$ cat src/rtl/pipeline_wb_stage_pkg.sv
// Shared constants for the MEM/WB boundary: writeback select codes,
// RV32I load funct3 encodings and the writeback FSM state encodings.
package pipeline_wb_stage_pkg;

    localparam logic [1:0] MEMTOREG_ALU  = 2'b00;
    localparam logic [1:0] MEMTOREG_LOAD = 2'b01;
    localparam logic [1:0] MEMTOREG_PC4  = 2'b10;
    localparam logic [1:0] MEMTOREG_IMM  = 2'b11;

    localparam logic [2:0] FUNCT3_LB  = 3'b000;
    localparam logic [2:0] FUNCT3_LH  = 3'b001;
    localparam logic [2:0] FUNCT3_LW  = 3'b010;
    localparam logic [2:0] FUNCT3_LBU = 3'b100;
    localparam logic [2:0] FUNCT3_LHU = 3'b101;

    localparam logic [0:0] WB_RUN  = 1'b0;
    localparam logic [0:0] WB_WAIT = 1'b1;

    // True when the writeback select takes its data from memory
    function automatic logic is_load_sel(input logic [1:0] memtoreg);
        return memtoreg == MEMTOREG_LOAD;
    endfunction

endpackage

$ cat src/rtl/pipeline_wb_stage_if.sv
// MEM-stage result bundle plus the data-memory read response, as seen
// by the writeback stage. The MEM side drives, the WB stage consumes.
interface pipeline_wb_stage_if #(
    parameter int XLEN    = 32,
    parameter int RADDR_W = 5
);
    logic               valid_MEM;
    logic               RegWrite_MEM;
    logic [RADDR_W-1:0] rd_MEM;
    logic [1:0]         MemtoReg_MEM;
    logic [2:0]         funct3_MEM;
    logic [1:0]         addr_lo_MEM;
    logic [XLEN-1:0]    ALU_MEM;
    logic [XLEN-1:0]    PC4_MEM;
    logic [XLEN-1:0]    imm_MEM;
    logic [XLEN-1:0]    dmem_rdata;
    logic               dmem_rvalid;

    modport master (
        output valid_MEM, RegWrite_MEM, rd_MEM, MemtoReg_MEM, funct3_MEM,
               addr_lo_MEM, ALU_MEM, PC4_MEM, imm_MEM, dmem_rdata, dmem_rvalid
    );

    modport slave (
        input  valid_MEM, RegWrite_MEM, rd_MEM, MemtoReg_MEM, funct3_MEM,
               addr_lo_MEM, ALU_MEM, PC4_MEM, imm_MEM, dmem_rdata, dmem_rvalid
    );
endinterface

$ cat src/rtl/pipeline_wb_stage_load_formatter.sv
// Combinational sub-word load extraction: picks the byte/half addressed
// by the low address bits and sign- or zero-extends it. Undefined funct3
// codes produce zero. Misaligned halfwords are not trapped: off[0] is ignored.
module load_formatter
    import pipeline_wb_stage_pkg::*;
#(
    parameter int XLEN = 32
) (
    input  logic [XLEN-1:0] word,
    input  logic [1:0]      off,
    input  logic [2:0]      funct3,
    output logic [XLEN-1:0] data
);

    logic [7:0]  byte_sel;
    logic [15:0] half_sel;

    // Select the addressed byte/half and apply the extension for funct3
    always_comb begin
        byte_sel = word[{off, 3'b000} +: 8];
        half_sel = off[1] ? word[31:16] : word[15:0];
        data     = '0;
        case (funct3)
            FUNCT3_LB:  data = {{(XLEN-8){byte_sel[7]}}, byte_sel};
            FUNCT3_LH:  data = {{(XLEN-16){half_sel[15]}}, half_sel};
            FUNCT3_LW:  data = word;
            FUNCT3_LBU: data = {{(XLEN-8){1'b0}}, byte_sel};
            FUNCT3_LHU: data = {{(XLEN-16){1'b0}}, half_sel};
            default:    data = '0;
        endcase
    end

endmodule

$ cat src/rtl/pipeline_wb_stage.sv
// MEM/WB pipeline register and writeback select for the RV32I pipeline.
// A captured load whose data has not arrived parks the stage in WAIT and
// raises wb_busy until dmem_rvalid delivers the word.
// Optional feature: define WB_INSTRET_EN to build the retired-instruction
// counter on the instret port; otherwise instret is tied to zero.
module pipeline_wb_stage
    import pipeline_wb_stage_pkg::*;
#(
    parameter int XLEN    = 32,
    parameter int RADDR_W = 5,
    parameter int CNT_W   = 64
) (
    input  logic                 clk,
    input  logic                 rst,
    input  logic                 stall_in,
    input  logic                 flush_in,
    pipeline_wb_stage_if.slave   mem,
    output logic [XLEN-1:0]      Data_out_WB,
    output logic [RADDR_W-1:0]   rd_WB,
    output logic                 RegWrite_WB,
    output logic                 wb_busy,
    output logic [CNT_W-1:0]     instret
);

    logic [0:0]         state_q;
    logic               valid_q;
    logic               regwrite_q;
    logic [RADDR_W-1:0] rd_q;
    logic [1:0]         memtoreg_q;
    logic [2:0]         funct3_q;
    logic [1:0]         addr_lo_q;
    logic [XLEN-1:0]    alu_q;
    logic [XLEN-1:0]    pc4_q;
    logic [XLEN-1:0]    imm_q;
    logic [XLEN-1:0]    word_q;
    logic               retired_q;

    logic               capture;
    logic               retire;
    logic               wait_start;
    logic [XLEN-1:0]    load_data;

    assign wb_busy    = (state_q == WB_WAIT);
    assign capture    = !stall_in && !wb_busy;
    assign wait_start = capture && mem.valid_MEM && !flush_in
                        && is_load_sel(mem.MemtoReg_MEM) && !mem.dmem_rvalid;

    // A slot retires in its first RUN cycle only, so a slot held by
    // stall_in writes the register file and counts exactly once.
    assign retire      = valid_q && (state_q == WB_RUN) && !retired_q;
    assign RegWrite_WB = retire && regwrite_q && (rd_q != '0);
    assign rd_WB       = rd_q;

    load_formatter #(.XLEN(XLEN)) u_load_formatter (
        .word   (word_q),
        .off    (addr_lo_q),
        .funct3 (funct3_q),
        .data   (load_data)
    );

    // MEM/WB pipeline register; the memory word is also latched on a late response
    always_ff @(posedge clk) begin
        if (rst) begin
            valid_q    <= 1'b0;
            regwrite_q <= 1'b0;
            rd_q       <= '0;
            memtoreg_q <= MEMTOREG_ALU;
            funct3_q   <= '0;
            addr_lo_q  <= '0;
            alu_q      <= '0;
            pc4_q      <= '0;
            imm_q      <= '0;
            word_q     <= '0;
        end else if (capture) begin
            valid_q    <= mem.valid_MEM && !flush_in;
            regwrite_q <= mem.RegWrite_MEM;
            rd_q       <= mem.rd_MEM;
            memtoreg_q <= mem.MemtoReg_MEM;
            funct3_q   <= mem.funct3_MEM;
            addr_lo_q  <= mem.addr_lo_MEM;
            alu_q      <= mem.ALU_MEM;
            pc4_q      <= mem.PC4_MEM;
            imm_q      <= mem.imm_MEM;
            word_q     <= mem.dmem_rdata;
        end else if (wb_busy && mem.dmem_rvalid) begin
            word_q     <= mem.dmem_rdata;
        end
    end

    // RUN/WAIT sequencing for late data-memory responses
    always_ff @(posedge clk) begin
        if (rst) begin
            state_q <= WB_RUN;
        end else begin
            case (state_q)
                WB_RUN:  if (wait_start) state_q <= WB_WAIT;
                WB_WAIT: if (mem.dmem_rvalid) state_q <= WB_RUN;
                default: state_q <= WB_RUN;
            endcase
        end
    end

    // Marks the held slot as already retired until a new slot is captured
    always_ff @(posedge clk) begin
        if (rst || capture) begin
            retired_q <= 1'b0;
        end else if (retire) begin
            retired_q <= 1'b1;
        end
    end

    // Writeback data select; bubbles are still muxed but never written
    always_comb begin
        Data_out_WB = alu_q;
        case (memtoreg_q)
            MEMTOREG_ALU:  Data_out_WB = alu_q;
            MEMTOREG_LOAD: Data_out_WB = load_data;
            MEMTOREG_PC4:  Data_out_WB = pc4_q;
            MEMTOREG_IMM:  Data_out_WB = imm_q;
            default:       Data_out_WB = alu_q;
        endcase
    end

`ifdef WB_INSTRET_EN
    logic [CNT_W-1:0] instret_q;

    // Retired-instruction counter, one count per retiring slot, wraps
    always_ff @(posedge clk) begin
        if (rst) begin
            instret_q <= '0;
        end else if (retire) begin
            instret_q <= instret_q + CNT_W'(1);
        end
    end

    assign instret = instret_q;
`else
    assign instret = '0;
`endif

endmodule

$ cat src/flat_wrapper.sv
// flat-port wrapper written by rule: the top's interface ports become plain ports
module pipeline_wb_stage_flat import pipeline_wb_stage_pkg::*;
#(
    parameter int XLEN    = 32,
    parameter int RADDR_W = 5,
    parameter int CNT_W   = 64
)
  (clk, rst, stall_in, flush_in, Data_out_WB, rd_WB, RegWrite_WB, wb_busy, instret, mem_valid_MEM, mem_RegWrite_MEM, mem_rd_MEM, mem_MemtoReg_MEM, mem_funct3_MEM, mem_addr_lo_MEM, mem_ALU_MEM, mem_PC4_MEM, mem_imm_MEM, mem_dmem_rdata, mem_dmem_rvalid);
  pipeline_wb_stage_if #(.XLEN(XLEN), .RADDR_W(RADDR_W)) mem_i ();
  input  logic clk;
  input  logic rst;
  input  logic stall_in;
  input  logic flush_in;
  output logic [XLEN-1:0] Data_out_WB;
  output logic [RADDR_W-1:0] rd_WB;
  output logic RegWrite_WB;
  output logic wb_busy;
  output logic [CNT_W-1:0] instret;
  input wire logic [$bits(mem_i.valid_MEM)-1:0] mem_valid_MEM;
  input wire logic [$bits(mem_i.RegWrite_MEM)-1:0] mem_RegWrite_MEM;
  input wire logic [$bits(mem_i.rd_MEM)-1:0] mem_rd_MEM;
  input wire logic [$bits(mem_i.MemtoReg_MEM)-1:0] mem_MemtoReg_MEM;
  input wire logic [$bits(mem_i.funct3_MEM)-1:0] mem_funct3_MEM;
  input wire logic [$bits(mem_i.addr_lo_MEM)-1:0] mem_addr_lo_MEM;
  input wire logic [$bits(mem_i.ALU_MEM)-1:0] mem_ALU_MEM;
  input wire logic [$bits(mem_i.PC4_MEM)-1:0] mem_PC4_MEM;
  input wire logic [$bits(mem_i.imm_MEM)-1:0] mem_imm_MEM;
  input wire logic [$bits(mem_i.dmem_rdata)-1:0] mem_dmem_rdata;
  input wire logic [$bits(mem_i.dmem_rvalid)-1:0] mem_dmem_rvalid;
  assign mem_i.valid_MEM = mem_valid_MEM;
  assign mem_i.RegWrite_MEM = mem_RegWrite_MEM;
  assign mem_i.rd_MEM = mem_rd_MEM;
  assign mem_i.MemtoReg_MEM = mem_MemtoReg_MEM;
  assign mem_i.funct3_MEM = mem_funct3_MEM;
  assign mem_i.addr_lo_MEM = mem_addr_lo_MEM;
  assign mem_i.ALU_MEM = mem_ALU_MEM;
  assign mem_i.PC4_MEM = mem_PC4_MEM;
  assign mem_i.imm_MEM = mem_imm_MEM;
  assign mem_i.dmem_rdata = mem_dmem_rdata;
  assign mem_i.dmem_rvalid = mem_dmem_rvalid;
  pipeline_wb_stage #(.XLEN(XLEN), .RADDR_W(RADDR_W), .CNT_W(CNT_W)) u_core (.clk(clk), .rst(rst), .stall_in(stall_in), .flush_in(flush_in), .mem(mem_i), .Data_out_WB(Data_out_WB), .rd_WB(rd_WB), .RegWrite_WB(RegWrite_WB), .wb_busy(wb_busy), .instret(instret));
endmodule
$ cat config.mk
export PLATFORM = sky130hd
export DESIGN_NAME = pipeline_wb_stage_flat
export DESIGN_NICKNAME = d
export VERILOG_FILES = /design/src/rtl/pipeline_wb_stage_pkg.sv /design/src/rtl/pipeline_wb_stage_if.sv /design/src/rtl/pipeline_wb_stage_load_formatter.sv /design/src/rtl/pipeline_wb_stage.sv /design/src/flat_wrapper.sv
export SDC_FILE = /design/constraint.sdc
export NUM_CORES = 1
export LEC_CHECK = 0
export ABC_AREA = 0
export CORE_MARGIN = 2
export CORE_UTILIZATION = 50
export CTS_BUF_LIST = sky130_fd_sc_hd__clkbuf_4
export DETAILED_ROUTE_END_ITERATION = 6
export PLACE_DENSITY = 0.88
export SYNTH_ARGS = -nofsm -noshare
export SYNTH_HDL_FRONTEND = slang
export SYNTH_SLANG_ARGS = --single-unit
$ cat constraint.sdc
create_clock -name clk -period 2.9 [get_ports clk]
set_input_delay 0.87 -clock clk [delete_from_list [all_inputs] [get_ports clk]]
set_output_delay 0.87 -clock clk [all_outputs]
set_load 0.03 [all_outputs]
==> impl_metrics.csv <==
group,metric,value,unit
timing,slew_headroom,62.4,%
critical_path,critPathCaptureType,"primary output",
clock_network,cts_buffers,17,
yosys,synth_area_per_cell,7.80,um^2
timing,skew,14.9,ps
die,start_util,51.0,%
placed_design,io_buffers,185,
die,ios,250,
timing,fin_setup_tns,-3970,ps
critical_path,reg2reg_depth,4,
timing,period_needed,3170,ps
timing,setup_ws,-274,ps
placed_design,hpwl,14.7,mm
yosys,async_flop_share,0,%
yosys,synth_common_cells,"nand2_1, a21oi_1, dfxtp_1",
yosys,ys.flop_type,"dfxtp_1",
power,seqPwrFrac,46.9,%
critical_path,crit_fanout,5,
yosys,synthCells,903,
hold_path,hold_path_class,"reg2reg",
finish,drive_gt1_share,17.1,%
global_route,grt_pass1_wl,33.9,mm
power,finalPower,4680,uW
detailed_routing,wl_per_cell,18.2,um
die,num_rows,43,
detailed_routing,drt_first_pass_iters,7,
die,coreArea,0.0138,mm^2
critical_path,worstPathRequired,2030,ps
clock_network,path_clk_slew,120,ps
timing,maxSlewViolCount,0,
global_route,track_usage,29.6,%
clock_network,htreeDepth,4,
detailed_routing,final_antenna_net_count,0,
yosys,netlist_area,0.00705,mm^2
power,p_leak,0.00391,uW
yosys,yosysUniqueCellTypes,39,
power,power.density,476,mW/mm^2
timing,rsz0062_at_grt,"yes",
power,p_int,3170,uW
timing,min_period_over_period,109,%
die,die_w,123,um
clock_network,ctsHoldBuffers,0,
detailed_routing,drc_errors,0,
critical_path,reg2reg_slack,1290,ps
global_route,grt_pass1_vias,6452,
clock_network,clock_sinks,144,
power,switching_power,1510,uW
placed_design,place.gp.congestion,0.933,
timing,setup_viol,32,
power,clockPowerShare,25.3,%
global_route,grt_max_degree,104,
global_route,grt-ovfl-total,0,
timing,final-hold-violation-count,0,
clock_network,cts.path.max_buffers,2,
power,pwr-share-comb,27.8,%
finish,syn_to_final_growth,39.7,%
status,violations,"negative setup slack",
yosys,synth_seq_area_share,40.9,%
critical_path,cpMaxStageDelayCell,"mux4_2",
clock_network,cts_tree,"done",
status,status,"finished, violations left",
hold_path,hold-path-endpoint,"u_core.imm_q[24]",
critical_path,start_kind,"register",
die,die-area,0.0151,mm^2
yosys,synth_edf_count,0,
critical_path,cp_top_family,"compound AO/OA/AOI/OAI gates",
yosys,yosys_warnings,0,
timing,fmax,315,MHz
detailed_routing,wl,23.2,mm
critical_path,crit_arrival,2300,ps
critical_path,path_cells,"mux4_2 > a222oi_1 > o21ai_1 > buf_12",
power,swShare,32.2,%
job,maxCapViolations,0,
finish,nets,1225,
yosys,ys_seq_elements,144,
yosys,synth.most_common_cell,"nand2_1",
detailed_routing,vias,7151,
critical_path,critPathKind,"reg2out",
critical_path,r2r_end,"u_core.pc4_q[13]",
critical_path,slowest_delay,530,ps
critical_path,cp.buffers_inverters,1,
yosys,yosys-top-cells-area,"dfxtp_1, nand2_1, a21oi_1",
critical_path,rr_startpoint,"u_core.wb_busy",
yosys,yosysTopAreaCell,"dfxtp_1",
yosys,synth_top_area_share,40.9,%
timing,worst_pin_slew,564,ps
power,ir_worst_vdd,0.363,mV
hold_path,hold_path_depth,2,
detailed_routing,drt-initial-drc-count,848,
global_route,antenna_found_initial,2,
clock_network,clock_latency,590,ps
die,die_h,123,um
hold_path,hold_start,"u_core.imm_q[24]",
clock_network,cts_root_buffer,"clkbuf_4",
detailed_routing,vias_per_cell,5.62,
## state kept, by name (all words and copies together) (netlist names)
register and flops:
u_core.pc4_q 32, u_core.alu_q 32, u_core.regwrite_q 1, u_core.imm_q 32, u_core.valid_q 1, u_core.memtoreg_q 2, u_core.rd_WB 5, u_core.retired_q 1
u_core.addr_lo_q 2, u_core.wb_busy 1, u_core.word_q 32, u_core.funct3_q 3
## power by group through the flow
| stage | clock [uW] | combinational (uW) | sequential (uW) |
|---|---|---|---|
| 3_3_place_gp | 0 | 1080 | 2230 |
| 5_1_grt | 1270 | 1380 | 2200 |
| 2_1_floorplan | 0 | 714 | 2190 |
| 4_1_cts | 1200 | 1210 | 2190 |
| 6_report | 1180 | 1300 | 2200 |
| 3_5_place_dp | 0 | 1100 | 2230 |
## cell families after synthesis
logic type      share of synthesized area (%)
simple gates                             18.9
flops                                    40.9
compound gates                           22.0
mux                                      5.98
other cells                            0.0532
buf+inv                                  12.1
## cell type report
cell class | instances | area [um^2]
inverter | 1 | 3.75
clock inverter | 8 | 65.1
antenna | 2 | 5.00
timing repair buffer | 229 | 2490
tap | 180 | 225
fill | 1068 | 3990
multi-input combinational | 685 | 3960
clock buffer | 24 | 180
sequential | 144 | 2910
## worst reg2reg max path: stages, from the launching register on
cell and delay [ps]:
dfxtp_1 510, or2_4 270, buf_12 370, nand2_1 200, a21oi_1 180
## stage by stage
step                      util [%]  hold WS, ps  setup slack [ps]  instances  cell area (um^2)
after detailed placement      63.8          446               178       1215              8820
after floorplan                  -          431               359        966              7280
after global routing          71.2          479              -277       1273              9840
final                         71.2          460              -274       1273              9840
after global placement        63.8          440               224       1215              8820
after CTS                     69.2          461              -236       1262              9560
## repair_timing
action	CTS	global route
gates resized for setup	91	39
gates cloned	3	1
setup endpoints to repair	33	32
pin swaps	25	10
buffers inserted	12	10
## metal layers
layer	wire length (um)	vias up	global-route usage, %
met3	2140	73	7.43
met4	828	0	14.1
li1	-	3308	-
met1	9360	3362	39.1
met2	10900	408	45.4
met5	0	-	0
## worst max path at each step
| stage | from | to | slack, ps | depth (start not counted) |
|---|---|---|---|---|
| 2_1_floorplan | u_core.funct3_q[0] | Data_out_WB[16] | 360 | 7 |
| 3_3_place_gp | u_core.addr_lo_q[1] | Data_out_WB[7] | 220 | 5 |
| 3_5_place_dp | u_core.addr_lo_q[1] | Data_out_WB[7] | 180 | 5 |
| 4_1_cts | u_core.addr_lo_q[0] | Data_out_WB[7] | -240 | 4 |
| 5_1_grt | u_core.addr_lo_q[0] | Data_out_WB[7] | -280 | 4 |
| 6_report | u_core.addr_lo_q[0] | Data_out_WB[7] | -270 | 4 |
## layout by cell type, fill, tap and decap left out, drive strengths merged, types with 2 or more instances in the layout
| master | count |
|---|---|
| clkdlybuf4s50 | 151 |
| clkinv | 6 |
| or2 | 2 |
| o21ai | 9 |
| mux2 | 15 |
| a22oi | 8 |
| o22ai | 16 |
| o21a | 8 |
| a21oi | 177 |
| nor2 | 8 |
| a21o | 2 |
| nor3 | 3 |
| a222oi | 8 |
| and3b | 3 |
| mux4 | 10 |
| nand2 | 311 |
| clkbuf | 25 |
| buf | 76 |
| conb | 64 |
| nand2b | 2 |
| a221o | 8 |
| a2bb2oi | 24 |
| diode | 2 |
| dfxtp | 144 |
Note: power is estimated with default switching activity, not from simulation.
